### src/rtl/expression_sequencer_pkg.sv
// expr_pkg: shared types for the expression sequencer.
// Holds expression IDs, selection FSM encoding and the default blank colour.
package expr_pkg;

  typedef enum logic [2:0] {
    IDLE    = 3'd0,
    HAPPY   = 3'd1,
    SATISFY = 3'd2,
    SLEEP   = 3'd3,
    EXPECT  = 3'd4
  } expr_id_t;

  typedef enum logic [1:0] {
    ST_SHOW = 2'd0,
    ST_PEND = 2'd1
`ifdef EXPR_BLANK_EN
    ,
    ST_BLANK = 2'd2
`endif
  } sel_state_t;

  localparam logic [15:0] BLANK_COLOR_DEF = 16'h0000;

endpackage

### src/rtl/expression_sequencer_if.sv
// expression_sequencer_if: direct-select request channel.
// master: sel_valid/sel_id out, sel_ready/sel_err in; slave is the mirror.
interface expression_sequencer_if #(
  parameter int ID_W = 3
);
  logic            sel_valid;
  logic [ID_W-1:0] sel_id;
  logic            sel_ready;
  logic            sel_err;

  modport master (
    output sel_valid, sel_id,
    input  sel_ready, sel_err
  );

  modport slave (
    input  sel_valid, sel_id,
    output sel_ready, sel_err
  );
endinterface

### src/rtl/expression_sequencer_frame_tick_gen.sv
// frame_tick_gen: one-cycle tick when the LCD address first reaches (0,0).
// Ports: clk, rst_n, pix_addr_x/y in; tick out (combinational).
module frame_tick_gen #(
  parameter int ADDR_W = 8
) (
  input  logic              clk,
  input  logic              rst_n,
  input  logic [ADDR_W-1:0] pix_addr_x,
  input  logic [ADDR_W-1:0] pix_addr_y,
  output logic              tick
);
  logic org;
  logic org_q;

  assign org  = (pix_addr_x == '0) && (pix_addr_y == '0);
  assign tick = org & ~org_q;

  // org_q resets high so an address parked at (0,0) gives no tick.
  always_ff @(posedge clk or negedge rst_n) begin
    if (!rst_n) org_q <= 1'b1;
    else        org_q <= org;
  end
endmodule

### src/rtl/expression_sequencer.sv
// expression_sequencer: frame-aligned mux of N_EXPR pixel sources to spi_lcd.
// Ports: clk, rst_n, go, auto_en, sel (select channel), pix_addr_x/y,
// src_data in; pix_data, cur_expr, busy, switch_pulse out.
// Build option: EXPR_BLANK_EN inserts one BLANK_COLOR frame per switch.
module expression_sequencer
  import expr_pkg::*;
#(
  parameter int              N_EXPR       = 5,
  parameter int              PIX_W        = 16,
  parameter int              ADDR_W       = 8,
  parameter int              DWELL_FRAMES = 60,
  parameter int              INIT_EXPR    = 0,
  parameter logic [PIX_W-1:0] BLANK_COLOR = BLANK_COLOR_DEF,
  localparam int             ID_W = (N_EXPR > 2) ? $clog2(N_EXPR) : 1
) (
  input  logic                    clk,
  input  logic                    rst_n,
  input  logic                    go,
  input  logic                    auto_en,
  expression_sequencer_if.slave   sel,
  input  logic [ADDR_W-1:0]       pix_addr_x,
  input  logic [ADDR_W-1:0]       pix_addr_y,
  input  logic [N_EXPR*PIX_W-1:0] src_data,
  output logic [PIX_W-1:0]        pix_data,
  output logic [ID_W-1:0]         cur_expr,
  output logic                    busy,
  output logic                    switch_pulse
);
  localparam int DW_W = (DWELL_FRAMES > 1) ? $clog2(DWELL_FRAMES) : 1;
  localparam logic [DW_W-1:0] CNT_LAST = DW_W'(DWELL_FRAMES - 1);
  localparam logic [ID_W-1:0] LAST_ID = ID_W'(N_EXPR - 1);
  localparam logic [ID_W-1:0] INIT_ID = ID_W'(INIT_EXPR);
  localparam logic [ID_W:0] N_LIM = (ID_W + 1)'(N_EXPR);

  function automatic logic [ID_W-1:0] nxt(input logic [ID_W-1:0] v);
    return (v == LAST_ID) ? '0 : v + 1'b1;
  endfunction

  logic            tick;
  logic            go_q;
  logic            rdy;
  logic            err_q;
  logic            sw_q;
  logic [ID_W-1:0] tgt;
  logic [DW_W-1:0] cnt;
  sel_state_t      st;

  logic            go_edge;
  logic            sel_acc;
  logic            sel_ok;
  logic            go_adv;
  logic            manual;
  logic            dwell_hit;
  logic            blank_on;

  frame_tick_gen #(
    .ADDR_W (ADDR_W)
  ) u_tick (
    .clk        (clk),
    .rst_n      (rst_n),
    .pix_addr_x (pix_addr_x),
    .pix_addr_y (pix_addr_y),
    .tick       (tick)
  );

  assign go_edge   = go & ~go_q;
  assign sel_acc   = sel.sel_valid & rdy;
  assign sel_ok    = sel_acc & ({1'b0, sel.sel_id} < N_LIM);
  // An accepted select, valid or not, swallows a same-cycle go edge.
  assign go_adv    = go_edge & ~sel_acc;
  assign manual    = sel_acc | go_edge;
  assign dwell_hit = auto_en & tick & ~manual
                   & (tgt == cur_expr) & (cnt == CNT_LAST);

  always_ff @(posedge clk or negedge rst_n) begin
    if (!rst_n) begin
      go_q     <= 1'b1;
      rdy      <= 1'b0;
      err_q    <= 1'b0;
      sw_q     <= 1'b0;
      tgt      <= INIT_ID;
      cur_expr <= INIT_ID;
      cnt      <= '0;
      st       <= ST_SHOW;
    end else begin
      go_q  <= go;
      rdy   <= 1'b1;
      err_q <= sel_acc & ~sel_ok;
      sw_q  <= 1'b0;

      unique case (1'b1)
        sel_ok:    tgt <= sel.sel_id;
        go_adv:    tgt <= nxt(tgt);
        dwell_hit: tgt <= nxt(cur_expr);
        default:   ;
      endcase

      if (!auto_en || manual || sw_q)
        cnt <= '0;
      else if (tick && (tgt == cur_expr))
        cnt <= (cnt == CNT_LAST) ? '0 : cnt + 1'b1;

      unique case (st)
        ST_SHOW: begin
          if (tgt != cur_expr) st <= ST_PEND;
        end
        ST_PEND: begin
          if (tgt == cur_expr) begin
            st <= ST_SHOW;
          end else if (tick) begin
`ifdef EXPR_BLANK_EN
            st <= ST_BLANK;
`else
            cur_expr <= tgt;
            sw_q     <= 1'b1;
            st       <= ST_SHOW;
`endif
          end
        end
`ifdef EXPR_BLANK_EN
        ST_BLANK: begin
          if (tick) begin
            cur_expr <= tgt;
            sw_q     <= 1'b1;
            st       <= ST_SHOW;
          end
        end
`endif
        default: st <= ST_SHOW;
      endcase
    end
  end

`ifdef EXPR_BLANK_EN
  assign blank_on = (st == ST_BLANK);
`else
  assign blank_on = 1'b0;
`endif

  logic [PIX_W-1:0] src [N_EXPR];

  for (genvar k = 0; k < N_EXPR; k++) begin : g_src
    assign src[k] = src_data[k*PIX_W +: PIX_W];
  end

  assign pix_data      = blank_on ? BLANK_COLOR : src[cur_expr];
  assign busy          = (st != ST_SHOW);
  assign switch_pulse  = sw_q;
  assign sel.sel_ready = rdy;
  assign sel.sel_err   = err_q;
endmodule

### src/flat_wrapper.sv
// flat-port wrapper written by rule: the top's interface ports become plain ports
module expression_sequencer_flat import expr_pkg::*;
#(
  parameter int              N_EXPR       = 5,
  parameter int              PIX_W        = 16,
  parameter int              ADDR_W       = 8,
  parameter int              DWELL_FRAMES = 60,
  parameter int              INIT_EXPR    = 0,
  parameter logic [PIX_W-1:0] BLANK_COLOR = BLANK_COLOR_DEF,
  localparam int             ID_W = (N_EXPR > 2) ? $clog2(N_EXPR) : 1
)
  (clk, rst_n, go, auto_en, pix_addr_x, pix_addr_y, src_data, pix_data, cur_expr, busy, switch_pulse, sel_sel_valid, sel_sel_id, sel_sel_ready, sel_sel_err);
  expression_sequencer_if #(.ID_W((3))) sel_i ();
  input  logic clk;
  input  logic rst_n;
  input  logic go;
  input  logic auto_en;
  input  logic [ADDR_W-1:0] pix_addr_x;
  input  logic [ADDR_W-1:0] pix_addr_y;
  input  logic [N_EXPR*PIX_W-1:0] src_data;
  output logic [PIX_W-1:0] pix_data;
  output logic [ID_W-1:0] cur_expr;
  output logic busy;
  output logic switch_pulse;
  input wire logic [$bits(sel_i.sel_valid)-1:0] sel_sel_valid;
  input wire logic [$bits(sel_i.sel_id)-1:0] sel_sel_id;
  output wire logic [$bits(sel_i.sel_ready)-1:0] sel_sel_ready;
  output wire logic [$bits(sel_i.sel_err)-1:0] sel_sel_err;
  assign sel_i.sel_valid = sel_sel_valid;
  assign sel_i.sel_id = sel_sel_id;
  assign sel_sel_ready = sel_i.sel_ready;
  assign sel_sel_err = sel_i.sel_err;
  expression_sequencer #(.N_EXPR(N_EXPR), .PIX_W(PIX_W), .ADDR_W(ADDR_W), .DWELL_FRAMES(DWELL_FRAMES), .INIT_EXPR(INIT_EXPR), .BLANK_COLOR(BLANK_COLOR)) u_core (.clk(clk), .rst_n(rst_n), .go(go), .auto_en(auto_en), .sel(sel_i), .pix_addr_x(pix_addr_x), .pix_addr_y(pix_addr_y), .src_data(src_data), .pix_data(pix_data), .cur_expr(cur_expr), .busy(busy), .switch_pulse(switch_pulse));
endmodule
### config.mk
export PLATFORM = sky130hd
export DESIGN_NAME = expression_sequencer_flat
export DESIGN_NICKNAME = d
export VERILOG_FILES = /design/src/rtl/expression_sequencer_pkg.sv /design/src/rtl/expression_sequencer_if.sv /design/src/rtl/expression_sequencer_frame_tick_gen.sv /design/src/rtl/expression_sequencer.sv /design/src/flat_wrapper.sv
export SDC_FILE = /design/constraint.sdc
export NUM_CORES = 1
export LEC_CHECK = 0
export CAP_MARGIN = 30
export CORE_AREA = 3 3 75 77
export DETAILED_ROUTE_END_ITERATION = 12
export DIE_AREA = 0 0 78 80
export PLACE_DENSITY = 0.8
export SLEW_MARGIN = 20
export SYNTH_ARGS = -nofsm -noshare
export SYNTH_HDL_FRONTEND = slang
export SYNTH_SLANG_ARGS = --single-unit
export TNS_END_PERCENT = 5
### constraint.sdc
create_clock -name clk -period 2.2 [get_ports clk]
set_input_delay 0.33 -clock clk [delete_from_list [all_inputs] [get_ports clk]]
set_output_delay 0.33 -clock clk [all_outputs]
set_load 0.02 [all_outputs]
==> flow_metrics.py <==
metrics = {
    "run_status": {
        "status": "completed",
    },
    "sta": {
        "final_hold_viol_count": 0,
        "setup_viol": 0,
        "fmax_mhz": 470.1,
        "relSlewSlack_pct": 64.83,
        "grt_setup_unrepaired": "no",
        "worst_pin_slew_ns": 0.5276,
        "fin_crit_sh_pct": 96.69,
        "fin_skew_ns": 0.005304,
        "maxSlewViolCount": 0,
        "hold_ws_ns": 0.3894,
        "layout_setup_ws_ns": 0.07288,
        "finalCriticalPeriod_ns": 2.127,
    },
    "critical_path": {
        "max_stage_delay_ns": 0.52,
        "cp_slowest_cell": "mux4_2",
        "cp.arrival_ns": 1.80,
        "critPathTopFamily": "buffers and inverters",
        "crit_buf_inv": 3,
        "start_kind": "register",
        "critical_path.max_fanout": 13,
        "cp.required_ns": 1.87,
        "crit_type": "reg2out",
        "path_cells": "buf_12 -> mux4_2 -> inv_1 -> o32ai_1 -> dlygate4sd1_1",
        "worst_setup_path_end_kind": "output pin",
    },
    "yosys": {
        "ys_types": 41,
        "synth_area_sq_um": 1678,
        "ys.flop_type": "dfrtp_1",
        "synth-async-reset-ratio_pct": 100.0,
        "synth_edf_count": 0,
        "yosys_register_bits": 18,
        "synth_area_per_cell_sq_um": 8.067,
        "ys_warn_count": 0,
        "synthCells": 208,
        "yosysSeqAreaShare_pct": 26.99,
        "syn_nets": 317,
    },
    "global_routing": {
        "grt_pass1_wl_microns": 9515,
        "track_usage_pct": 18.71,
        "grt_overflow": 0,
        "grt_pass1_vias": 1958,
        "grt_max_degree": 27,
        "antenna_found_initial": 0,
    },
    "drt": {
        "drc": 0,
        "dr.pass1.iters": 4,
        "ant_nets": 0,
        "drt-vias-per-instance": 4.993,
        "routedWlPerCell_microns": 15.44,
        "routed_wl_microns": 6393,
        "vias": 2067,
        "drt_iter0_markers": 54,
    },
    "pwr": {
        "leakage_nw": 1.238,
        "ir_worst_vdd_v": 0.0003741,
        "powerDensity_nw_per_um2": 340.1,
    },
    "layout": {
        "final_core_util_pct": 62.89,
        "num_antenna_cells": 0,
        "register_area_sq_um": 454.2,
        "nets": 454,
        "area_delta_synth_final_pct": 90.23,
        "multi_input_area_sq_um": 1142,
        "n_fill_cell": 440,
        "drive_gt1_share_pct": 10.17,
    },
    "placed_design": {
        "dp_slack_ns": -0.04732,
        "port_buffers": 126,
        "place_congestion": 0.8665,
        "dp_hpwl_microns": 5266,
    },
    "floorplan": {
        "io_pins": 127,
        "core_sq_um": 5075,
        "die_h_microns": 80,
        "start_util_pct": 33.06,
        "die_w_microns": 78,
        "row_count": 26,
        "die-area_sq_um": 6240,
    },
    "clocking": {
        "clk_latency_ns": 0.26,
        "cts_buffer_depth": 2,
        "cts_made_buffers": 3,
        "clk_pin_slew_ns": 0.07,
        "cts-root-buf": "clkbuf_8",
        "cts.htree.levels": 1,
        "numClockSinks": 18,
        "cts_tree": "yes",
        "ctsHoldBuffers": 0,
    },
    "run": {
        "drv_cap": 0,
    },
    "min_path": {
        "hold_class": "in2async",
    },
}
==> per-stage QoR <==
| step | setup TNS, ns | power, mW | std cells | cell area, sq um |
|---|---|---|---|---|
| after floorplan | 0 | 0.5558 | 208 | 1678 |
| after global placement | 0 | 0.8160 | 408 | 3123 |
| after detailed placement | -0.06985 | 0.8261 | 408 | 3123 |
| after CTS | -0.003771 | 1.090 | 412 | 3159 |
| after global routing | 0 | 1.143 | 414 | 3192 |
| final | 0 | 1.086 | 414 | 3192 |
==> cell usage after synthesis, types with 3 or more instances <==
master,n,area [sq um]
xor2_1,3,26.28
buf_1,3,11.26
buf_2,3,15.01
nor4_1,3,18.77
and3_1,3,18.77
nor2_1,25,93.84
mux2i_1,33,330.3
or3_1,3,18.77
inv_1,5,18.77
ha_1,5,62.56
nand2b_1,3,18.77
o21ai_0,7,35.03
o22ai_1,15,93.84
clkbuf_1,7,26.28
dfrtp_1,16,400.4
nand2_1,18,67.56
nand3_1,7,35.03
a21oi_1,21,105.1
==> layout make-up <==
class	instances	area share, %
multi-input cells	171	35.79
repair buffers	146	44.92
flip-flops and latches	18	14.23
well taps	70	2.744
inverters	5	0.5880
clock buffers	4	1.725
==> placed cells by master (no fill, tap or decap), drive strengths merged, types with 2 or more instances in the layout <==
master	count
or3	3
clkbuf	5
o21ai	7
dfrtp	16
nor2	26
buf	19
mux2i	33
nor2b	2
and3	3
clkdlybuf4s50	110
xor2	3
nor4	3
nor3	3
nand2	18
dlygate4sd2	15
inv	5
a31oi	2
ha	5
o22ai	15
nand3	8
nand2b	3
dfstp	2
o211ai	2
a21oi	21
==> routing by layer <==
metal / routed length, microns / GRT usage [%] / vias up
met4: 70 / 3.322 / 0
li1: - / - / 1035
met1: 2576 / 23.51 / 958
met3: 455 / 3.612 / 7
met2: 3290 / 33.48 / 67
met5: 0 / 0 / -
==> cell families after synthesis <==
family / after synthesis / synth area share, %
AO/OA/AOI/OAI: 54 / 19.61
XOR/XNOR: 3 / 1.566
adder cells (fa/ha/maj): 5 / 3.729
buffers and inverters: 19 / 4.922
flip-flops: 18 / 26.99
multiplexers: 35 / 21.70
other: 1 / 0.2235
AND/OR/NAND/NOR: 73 / 21.25
==> registers in the layout, summed over array words and instances (netlist names) <==
name,count
u_core.cur_expr,3
u_core.go_q,1
u_core.sel.sel_ready,1
u_core.u_tick.org_q,1
u_core.cnt,6
u_core.sel.sel_err,1
u_core.st,1
u_core.tgt,3
u_core.switch_pulse,1
==> final timing paths <==
check	slack [ns]	cells past startpoint	start	endpoint
min in group clk	0.50	1	u_core.cnt[4]	u_core.cnt[4]
max in group asynchronous	1.55	2	rst_n	u_core.u_tick.org_q
setup / recovery	0.07	5	u_core.cur_expr[0]	pix_data[14]
hold reg to reg	0.50	1	u_core.cnt[4]	u_core.cnt[4]
hold / removal	0.39	2	rst_n	u_core.sel.sel_ready
setup reg to reg	0.19	7	u_core.cur_expr[0]	u_core.cnt[5]
==> where the power goes <==
part | switching (mW) | internal, mW | leakage [nW] | total (mW)
registers | 0.0309 | 0.355 | 0.229 | 0.386
clock network | 0.118 | 0.159 | 0.0288 | 0.277
logic | 0.158 | 0.265 | 0.980 | 0.423
==> repair_timing <==
action                                  4_1_cts  5_1_grt
endpoints found under the setup margin       16        2
setup buffers                                 0        1
pin swaps                                     0        0
gates resized for setup                      17        2
cloned                                        0        1
Note: power is estimated with default switching activity, not from simulation.
